## src/rtl/riscv_pkg.sv

```systemverilog
// rtl/riscv_pkg.sv - shared opcode/width constants and LSU types
package riscv_pkg;

  localparam logic [6:0] OP_LOAD  = 7'b0000011;
  localparam logic [6:0] OP_STORE = 7'b0100011;

  localparam logic [2:0] LS_B  = 3'b000;
  localparam logic [2:0] LS_H  = 3'b001;
  localparam logic [2:0] LS_W  = 3'b010;
  localparam logic [2:0] LS_BU = 3'b100;
  localparam logic [2:0] LS_HU = 3'b101;

  typedef enum logic [1:0] {IDLE, REQ, WAIT_R} lsu_state_t;

  typedef struct packed {
    logic [4:0]  rd;
    logic [31:0] data;
    logic        en;
  } wb_rec_t;

  // funct3[1:0] == 2'b11 has no legal width, so it always faults
  function automatic logic is_misaligned(input logic [2:0] funct3, input logic [1:0] addr_lo);
    case (funct3[1:0])
      2'b00:   is_misaligned = 1'b0;
      2'b01:   is_misaligned = addr_lo[0];
      2'b10:   is_misaligned = (addr_lo != 2'b00);
      default: is_misaligned = 1'b1;
    endcase
  endfunction

  function automatic logic [1:0] force_align(input logic [2:0] funct3, input logic [1:0] addr_lo);
    case (funct3[1:0])
      2'b00:   force_align = addr_lo;
      2'b01:   force_align = {addr_lo[1], 1'b0};
      default: force_align = 2'b00;
    endcase
  endfunction

endpackage

```

## src/rtl/riscv_lsu_align.sv

```systemverilog
// rtl/riscv_lsu_align.sv - byte-lane steering for stores and load extraction
module riscv_lsu_align
  import riscv_pkg::*;
(
  input  logic [2:0]  funct3,
  input  logic [1:0]  addr_lo,
  input  logic [31:0] store_data,
  input  logic [31:0] rdata,
  output logic [3:0]  be,
  output logic [31:0] wdata,
  output logic [31:0] load_data
);

  logic [31:0] shifted;

  always_comb begin
    shifted = rdata >> {addr_lo, 3'b000};
    case (funct3[1:0])
      2'b00: begin
        be    = 4'b0001 << addr_lo;
        wdata = {4{store_data[7:0]}};
      end
      2'b01: begin
        be    = 4'b0011 << addr_lo;
        wdata = {2{store_data[15:0]}};
      end
      default: begin
        be    = 4'b1111;
        wdata = store_data;
      end
    endcase
    case (funct3)
      LS_B:    load_data = {{24{shifted[7]}}, shifted[7:0]};
      LS_H:    load_data = {{16{shifted[15]}}, shifted[15:0]};
      LS_BU:   load_data = {24'h0, shifted[7:0]};
      LS_HU:   load_data = {16'h0, shifted[15:0]};
      default: load_data = shifted;
    endcase
  end

endmodule

```

## src/rtl/riscv_lsu.sv

```systemverilog
// rtl/riscv_lsu.sv - memory stage: request/grant/response FSM and writeback register
module riscv_lsu
  import riscv_pkg::*;
#(
  parameter int ADDR_WIDTH      = 32,
  parameter bit TRAP_MISALIGNED = 1'b1
) (
  input  logic                  i_clk,
  input  logic                  i_rst,
  input  logic                  i_valid,
  output logic                  o_ready,
  input  logic [6:0]            i_opcode,
  input  logic [2:0]            i_funct3,
  input  logic [31:0]           i_alu_num,
  input  logic [31:0]           i_store_data,
  input  logic [4:0]            i_rd,
  output logic                  o_mem_req,
  input  logic                  i_mem_gnt,
  output logic                  o_mem_we,
  output logic [ADDR_WIDTH-1:0] o_mem_addr,
  output logic [3:0]            o_mem_be,
  output logic [31:0]           o_mem_wdata,
  input  logic                  i_mem_rvalid,
  input  logic [31:0]           i_mem_rdata,
  output logic                  o_wb_valid,
  output logic                  o_wb_en,
  output logic [4:0]            o_wb_rd,
  output logic [31:0]           o_wb_data,
  output logic                  o_misaligned
);

  lsu_state_t  state;
  wb_rec_t     wb_q;
  logic [2:0]  funct3_q;
  logic [1:0]  lo_q;
  logic [4:0]  rd_q;

  logic        accept, is_mem, trap;
  logic [2:0]  al_funct3;
  logic [1:0]  al_lo;
  logic [3:0]  al_be;
  logic [31:0] al_wdata, al_load;

  assign o_ready   = (state == IDLE);
  assign accept    = i_valid && o_ready;
  assign is_mem    = (i_opcode == OP_LOAD) || (i_opcode == OP_STORE);
  assign trap      = is_mem && TRAP_MISALIGNED && is_misaligned(i_funct3, i_alu_num[1:0]);

  // One aligner serves the request side in IDLE and the response side afterwards
  assign al_funct3 = (state == IDLE) ? i_funct3 : funct3_q;
  assign al_lo     = (state == IDLE) ? force_align(i_funct3, i_alu_num[1:0]) : lo_q;

  riscv_lsu_align u_align (
    .funct3     (al_funct3),
    .addr_lo    (al_lo),
    .store_data (i_store_data),
    .rdata      (i_mem_rdata),
    .be         (al_be),
    .wdata      (al_wdata),
    .load_data  (al_load)
  );

  assign o_wb_rd   = wb_q.rd;
  assign o_wb_data = wb_q.data;
  assign o_wb_en   = wb_q.en;

  always_ff @(posedge i_clk) begin
    if (i_rst) begin
      state        <= IDLE;
      o_mem_req    <= 1'b0;
      o_mem_we     <= 1'b0;
      o_mem_addr   <= '0;
      o_mem_be     <= 4'b0;
      o_mem_wdata  <= 32'h0;
      o_wb_valid   <= 1'b0;
      o_misaligned <= 1'b0;
      wb_q         <= '0;
      funct3_q     <= 3'b0;
      lo_q         <= 2'b0;
      rd_q         <= 5'b0;
    end else begin
      o_wb_valid   <= 1'b0;
      o_misaligned <= 1'b0;
      case (state)
        IDLE: begin
          if (accept) begin
            if (!is_mem) begin
              o_wb_valid <= 1'b1;
              wb_q       <= '{rd: i_rd, data: i_alu_num, en: (i_rd != 5'd0)};
            end else if (trap) begin
              o_wb_valid   <= 1'b1;
              o_misaligned <= 1'b1;
              wb_q         <= '{rd: i_rd, data: i_alu_num, en: 1'b0};
            end else begin
              o_mem_req   <= 1'b1;
              o_mem_we    <= (i_opcode == OP_STORE);
              o_mem_addr  <= {i_alu_num[ADDR_WIDTH-1:2], 2'b00};
              o_mem_be    <= al_be;
              o_mem_wdata <= al_wdata;
              funct3_q    <= i_funct3;
              lo_q        <= al_lo;
              rd_q        <= i_rd;
              state       <= REQ;
            end
          end
        end
        REQ: begin
          if (i_mem_gnt) begin
            o_mem_req <= 1'b0;
            if (o_mem_we) begin
              o_wb_valid <= 1'b1;
              wb_q       <= '{rd: rd_q, data: 32'h0, en: 1'b0};
              state      <= IDLE;
            end else if (i_mem_rvalid) begin
              o_wb_valid <= 1'b1;
              wb_q       <= '{rd: rd_q, data: al_load, en: (rd_q != 5'd0)};
              state      <= IDLE;
            end else begin
              state <= WAIT_R;
            end
          end
        end
        WAIT_R: begin
          if (i_mem_rvalid) begin
            o_wb_valid <= 1'b1;
            wb_q       <= '{rd: rd_q, data: al_load, en: (rd_q != 5'd0)};
            state      <= IDLE;
          end
        end
        default: state <= IDLE;
      endcase
    end
  end

endmodule
```

## config.mk

```make
export PLATFORM = sky130hd
export DESIGN_NAME = riscv_lsu
export DESIGN_NICKNAME = d
export VERILOG_FILES = /design/src/rtl/riscv_pkg.sv /design/src/rtl/riscv_lsu_align.sv /design/src/rtl/riscv_lsu.sv
export SDC_FILE = /design/constraint.sdc
export NUM_CORES = 1
export LEC_CHECK = 0
export CORE_ASPECT_RATIO = 0.8
export CORE_MARGIN = 5
export CORE_UTILIZATION = 45
export CTS_CLUSTER_SIZE = 8
export DETAILED_ROUTE_END_ITERATION = 6
export PLACE_DENSITY = 0.81
export SLEW_MARGIN = 15
export SYNTH_ARGS = -nofsm -noshare
export SYNTH_HDL_FRONTEND = slang
export SYNTH_HIERARCHICAL = 1
export SYNTH_SLANG_ARGS = --single-unit
export TNS_END_PERCENT = 100
```

## constraint.sdc

```tcl
create_clock -name i_clk -period 4.4 [get_ports i_clk]
set_input_delay 0.88 -clock i_clk [delete_from_list [all_inputs] [get_ports i_clk]]
set_output_delay 0.88 -clock i_clk [all_outputs]
set_load 0.02 [all_outputs]
```

# --- After elaboration in Yosys (flattened, before gate mapping) ---
# Index checks and enable logic that the tools add are counted.
totals:
  output_inout_bits: 111
  wordCells: 88
  regBits: 120
  in_bits: 116
op_classes:
  n_mux: 34
  reduce_logical: 17
  n_bitwise: 4
  n_shift: 3
  n_eq_ne: 16
op_table:
  columns: ["operator", "count"]
  rows:
  - ["$mux 38", 6]
  - ["$pmux 32 s4", 1]
  - ["$pmux 38 s3", 1]
  - ["$pmux 32 s2", 1]
  - ["$shr 32x5->32", 1]
  - ["$mux 2", 8]
  - ["$mux 1", 10]
  - ["$reduce_and 5->1", 2]
  - ["$reduce_bool 5->1", 2]
  - ["$pmux 4 s2", 1]
  - ["$reduce_and 4->1", 2]
  - ["$eq 7x2->1 const B", 1]
  - ["$eq 7x6->1 const B", 1]
  - ["$eq 2x1->1 const B", 3]
  - ["$eq 3x3->1 const B", 2]
  - ["$logic_not 2->1", 3]
  - ["$ne 2x2->1 const B", 3]
  - ["$pmux 1 s3", 2]
  - ["$pmux 2 s3", 1]
  - ["$eq 2x2->1 const B", 2]
  - ["$ne 2x1->1 const B", 2]
  - ["$not 1->1", 4]
  - ["$pmux 2 s2", 1]
  - ["$reduce_bool 2->1", 2]
  - ["other kinds (11)", 12]

# --- Longest topological paths before layout ---
depth:
  ltp_word: 9
  depth_mapped: 12
  depth_no_buf: 9

# --- Hierarchy ---
# The synthesis kept the hierarchy.
modules_own_cells:
  columns: ["module", "n_inst", "seq_area_each_um2", "cells_per_inst", "area_each_um2"]
  rows:
  - ["riscv_lsu", 1, 2402.3, 573, 4937.2]
  - ["riscv_lsu_align", 1, 0.0, 191, 1270.0]

# --- Least setup slack after synthesis ---
# No wires, ideal clock.
synth_path:
  path_kind: "reg-to-reg"
  startpoint: "reg state[0]"
  endpoint: "reg wb_q, in the netlist o_wb_data[28]"
  setup_slack_ns: 1.712
  stages_incl_launch_ff: 11
  synth_period_minus_slack_ns: 2.688
  setup_ns: 0.117
  t_required_ns: 4.283
  arrival_time_ns: 2.571
  path_buffers: 2
  cell_sequence: "dfxtp_1 inv_1 ha_1 buf_2 o21ai_0 mux2_2 a32oi_4 buf_6 nand3_1 a21oi_1 o2bb2ai_2"
synth_between:
  elab_chain_cells: 8
  elab_cells_between_ends: 21
  classes_between: "eq/ne: 8; shift: 1; mux: 7; reduce/logical: 5"
synth_rtl:
  columns: ["element", "line_no", "rtl"]
  rows:
  - ["start, declared", "riscv_lsu.sv:32", "lsu_state_t state;"]
  - ["start signal, assigned", "riscv_lsu.sv:69", "state <= IDLE;"]
  - ["start signal, assigned", "riscv_lsu.sv:103", "state <= REQ;"]
  - ["start signal, assigned", "riscv_lsu.sv:113", "state <= IDLE;"]
  - ["$logic_not 2->1 (*)", "riscv_lsu.sv:44", "assign o_ready = (state == IDLE);"]
  - ["net o_ready", "riscv_lsu.sv:11", "output logic o_ready,"]
  - ["$mux 2 (*)", "riscv_lsu.sv:51", "assign al_lo = (state == IDLE) ? force_align(i_funct3, i_alu_num[1:0]) : lo_q;"]
  - ["net al_lo[1]", "riscv_lsu.sv:40", "logic [1:0] al_lo;"]
  - ["$shr 32x5->32 (*)", "riscv_lsu_align.sv:17", "shifted = rdata >> {addr_lo, 3'b000};"]
  - ["$pmux 32 s4 (*)", "riscv_lsu_align.sv:32", "case (funct3)"]
  - ["net al_load[28]", "riscv_lsu.sv:42", "logic [31:0] al_wdata, al_load;"]
  - ["$mux 38 (*)", "riscv_lsu.sv:114, riscv_lsu.sv:124", null]
  - ["$mux 38", "riscv_lsu.sv:110", "if (o_mem_we) begin"]
  - ["$mux 38", "riscv_lsu.sv:108", "if (i_mem_gnt) begin"]
  - ["$pmux 38 s3 (*)", "riscv_lsu.sv:84", "case (state)"]
  - ["end signal, assigned", "riscv_lsu.sv:112", "wb_q <= '{rd: rd_q, data: 32'h0, en: 1'b0};"]
  - ["end signal, assigned", "riscv_lsu.sv:116", "wb_q <= '{rd: rd_q, data: al_load, en: (rd_q != 5'd0)};"]
  - ["end signal, assigned", "riscv_lsu.sv:126", "wb_q <= '{rd: rd_q, data: al_load, en: (rd_q != 5'd0)};"]
  - ["end, declared", "riscv_lsu.sv:33", "wb_rec_t wb_q;"]
# Mark *: on every way through the listed nets, which the timed path passes. The rest lies on a longest branch. The select of a mux whose other input is x is not followed.
# A chain may end at the register's enable or synchronous reset.

# --- Worst setup path in the final report ---
layout_path:
  startpoint: "reg state[0]"
  endpoint: "reg wb_q, in the netlist o_wb_data[27]"
layout_between:
  elab_chain_cells: 8
  elab_cells_between_ends: 21
  classes_between: "eq/ne: 8; shift: 1; mux: 7; reduce/logical: 5"
layout_rtl:
  columns: ["element", "line_no", "rtl"]
  rows:
  - ["$logic_not 2->1 (*)", "riscv_lsu.sv:50", "assign al_funct3 = (state == IDLE) ? i_funct3 : funct3_q;"]
  - ["$mux 3 (*)", "riscv_lsu.sv:50", null]
  - ["net al_funct3[1]", "riscv_lsu.sv:39", "logic [2:0] al_funct3;"]
  - ["$eq 3x3->1 (tied with other cells)", "riscv_lsu_align.sv:32", null]
  - ["$pmux 32 s4 (*)", "riscv_lsu_align.sv:32", null]
  - ["net al_load[27]", "riscv_lsu.sv:42", null]
  - ["$mux 38 (*)", "riscv_lsu.sv:114, riscv_lsu.sv:124", null]
  - ["$mux 38", "riscv_lsu.sv:110", null]
  - ["$mux 38", "riscv_lsu.sv:108", null]
  - ["$pmux 38 s3 (*)", "riscv_lsu.sv:84", null]
# Marks and branches as above.

==> results.toml <==
[yosys]
yosysTopAreaCell = "dfxtp_1"
synth_edf_count = 0
synth_mux_area_share_pct = 6.47
synth-simple-area-share_pct = 22.9
yosys_warnings = 6
synthArstFlopShare_pct = 0
netlist-cell-type-count = 59
ys_top_cells_by_count = "nand2_1, a21oi_1, dfxtp_1"
synth-compound-area-share_pct = 24.5
ys_ff_latch = 120
synth_ff_type = "dfxtp_1"
synth_top_area_share_pct = 38.7
synth_top_family_by_area = "compound AO/OA/AOI/OAI gates"
synth_cells = 764
synth_xor_area_share_pct = 0
post_synth_fa_ha_maj_area_fraction_pct = 0.806
yosysSeqAreaShare_pct = 38.7
synth.avg_cell_area_um2 = 8.12
yosysMostFrequentCell = "nand2_1"
synth.area.top_cells = "dfxtp_1, nand2_1, a21oi_1"
syn_area_mm2 = 0.00621

[timing]
worst_slew_pin_slew_ns = 1.04
setup_slack_ns = 1.25
setup_tns_ns = 0
hold_slack_ns = 0.452
timing.final.crit_period_ns = 3.15
slew_violations = 0
fin_crit_sh_pct = 71.5
report.final.setup_viol = 0
max_slew_margin_pct = 30.6
fmax_mhz = 318
grt_setup_unrepaired = "no"
fin_worst_skew_ns = 0.0112
hold_viol = 0

[worst_setup_path]
criticalPathCategory = "reg2reg"
crit_slowest_cell = "mux2_2"
worstPathMaxFanout = 35
reg2regPathDepth = 8
slowest_delay_ns = 0.69
crit_buf_inv = 1
cp_top_family = "compound AO/OA/AOI/OAI gates"
path_depth = 8
cp_cell_sequence = "inv_1 -> ha_1 -> mux2_2 -> nor4b_1 -> a22oi_2 -> nand3_1 -> a21oi_1 -> o2bb2ai_1"
crit_path_start_kind = "register"
cp-end-kind = "register"
arrival_ns = 3.40
critPathRequiredTime_ns = 4.66

[layout]
nets = 1067
antenna_cells = 0
drive_gt1_share_pct = 9.69
syn2layout_area_growth_pct = 45.1
stdcell_count = 1140
n_fill_cell = 1166
utilization_pct = 66.4

[pwr]
power_frac_seq_pct = 35.7
peakVddDrop_uv = 275
power_frac_clock_pct = 45.2
power.density_mw_per_mm2 = 358
switching_share_pct = 27.4
p_int_mw = 2.34
switchingPower_uw = 883
comb_power_share_pct = 19.0
p_leak_nw = 3.22

[die]
dieWidth_um = 141
row_count = 38
die-area_mm2 = 0.0163
fp.dieH_um = 115
initial_core_util_pct = 45.8
num_io_pins = 227
core_area_mm2 = 0.0136

[drt]
drt_iter0_markers = 379
wl_per_cell_um = 17.4
ant_nets = 0
vias = 6042
via_per_inst = 5.30
drcViolationCount = 0
drt_wl_total_um = 19800
firstDrtPassIters = 5

[clock_network]
post-cts-setup-buffer-count = 0
hold_buffers = 0
cts_tree = "done"
path_clk_slew_ns = 0.06
post_cts_resize_count = 0
root_buffer = "clkbuf_16"
clock_latency_ns = 0.41
htreeDepth = 4
cts_sinks = 120
cts_buffer_depth = 2
numCtsBuffers = 17

[placed_design]
placedCellCount = 1108
io_buffers = 224
pre_cts_slack_ns = 0.924
finalWeightedCongestion = 0.914
place_hpwl_um = 14300

[grt]
gr-usage-all-layers_pct = 23.6
grt_pass1_wl_um = 30800
grt_start_max_net_pins = 54
antenna_found_initial = 0
grt_pass1_vias = 5690
grt_overflow = 0

[min_path]
hp-class = "reg2reg"
min_path_cells = 2

[run_status]
status = "complete, no violations"

[flow_run]
max_cap_violations = 0
[cell families after synthesis]
logic type,after synthesis
buffers and inverters,74
other,1
DFF,120
adders and majority gates,4
AOI/OAI and AO/OA,222
and+or+nand+nor,306
muxes,37
[cell type report]
type | count | area (um2) | area share, %
Sequential cell | 120 | 2400 | 26.7
Multi-Input combinational cell | 571 | 3410 | 37.9
Clock inverter | 13 | 169 | 1.88
Inverter | 5 | 18.8 | 0.208
Clock buffer | 19 | 453 | 5.03
Tap cell | 180 | 225 | 2.50
Timing Repair Buffer | 232 | 2320 | 25.8
[final timing paths]
check | slack [ns] | end | start
setup / recovery | 1.25 | o_wb_data[27] | state[0]
hold / removal | 0.45 | o_mem_addr[10] | o_mem_addr[10]
setup reg to reg | 1.25 | o_wb_data[27] | state[0]
hold reg to reg | 0.45 | o_mem_addr[10] | o_mem_addr[10]
[metrics by stage]
step           power, mW  cell area (um2)
6_report            3.22             9000
3_3_place_gp        1.78             8380
5_1_grt             3.35             9000
4_1_cts             3.25             9000
2_1_floorplan       1.53             6210
3_5_place_dp        1.78             8380
[state kept, by name (all words and copies together), names as in the netlist, 2 cells and up]
name / cells
o_mem_addr: 30
funct3_q: 3
o_mem_be: 4
lo_q: 2
o_wb_data: 32
o_mem_wdata: 32
o_wb_rd: 5
state: 2
rd_q: 5
[power groups by stage]
stage	Sequential, mW	Combinational (mW)	Clock, mW
after floorplan	1.22	0.311	0
after detailed placement	1.17	0.610	0
final	1.15	0.613	1.46
after global placement	1.17	0.603	0
after global routing	1.16	0.661	1.53
after CTS	1.15	0.615	1.48
[metal layers]
metal	GRT usage (%)	part of all wire, %	vias up
li1	-	-	3004
met1	33.0	46	2809
met2	36.8	45	210
met3	6.28	7.6	19
met4	5.49	1.1	0
met5	0	0	-
[worst register-to-register path, delay by kind of cell, from the launching register on]
kind | cells | cell delay [ns]
compound gates | 3 | 0.98
buf+inv | 1 | 0.09
fa+ha+maj | 1 | 0.53
flops | 1 | 0.34
mux | 1 | 0.70
simple gates | 2 | 0.35
[layout by cell type, fill, tap and decap left out, types with 5 or more instances in the layout]
master and n:
a21oi_1 132, mux2i_1 15, nand2_1 200, a211oi_1 9, clkdlybuf4s50_1 223, dfxtp_1 120, nor2b_1 51, buf_4 6
o21ai_0 12, inv_1 5, nand3_1 17, o2bb2ai_1 27, a2bb2oi_1 7, nor2_1 10, clkbuf_16 17, mux2_2 21
o2bb2ai_2 10
Power figures use the tool's default switching activity.
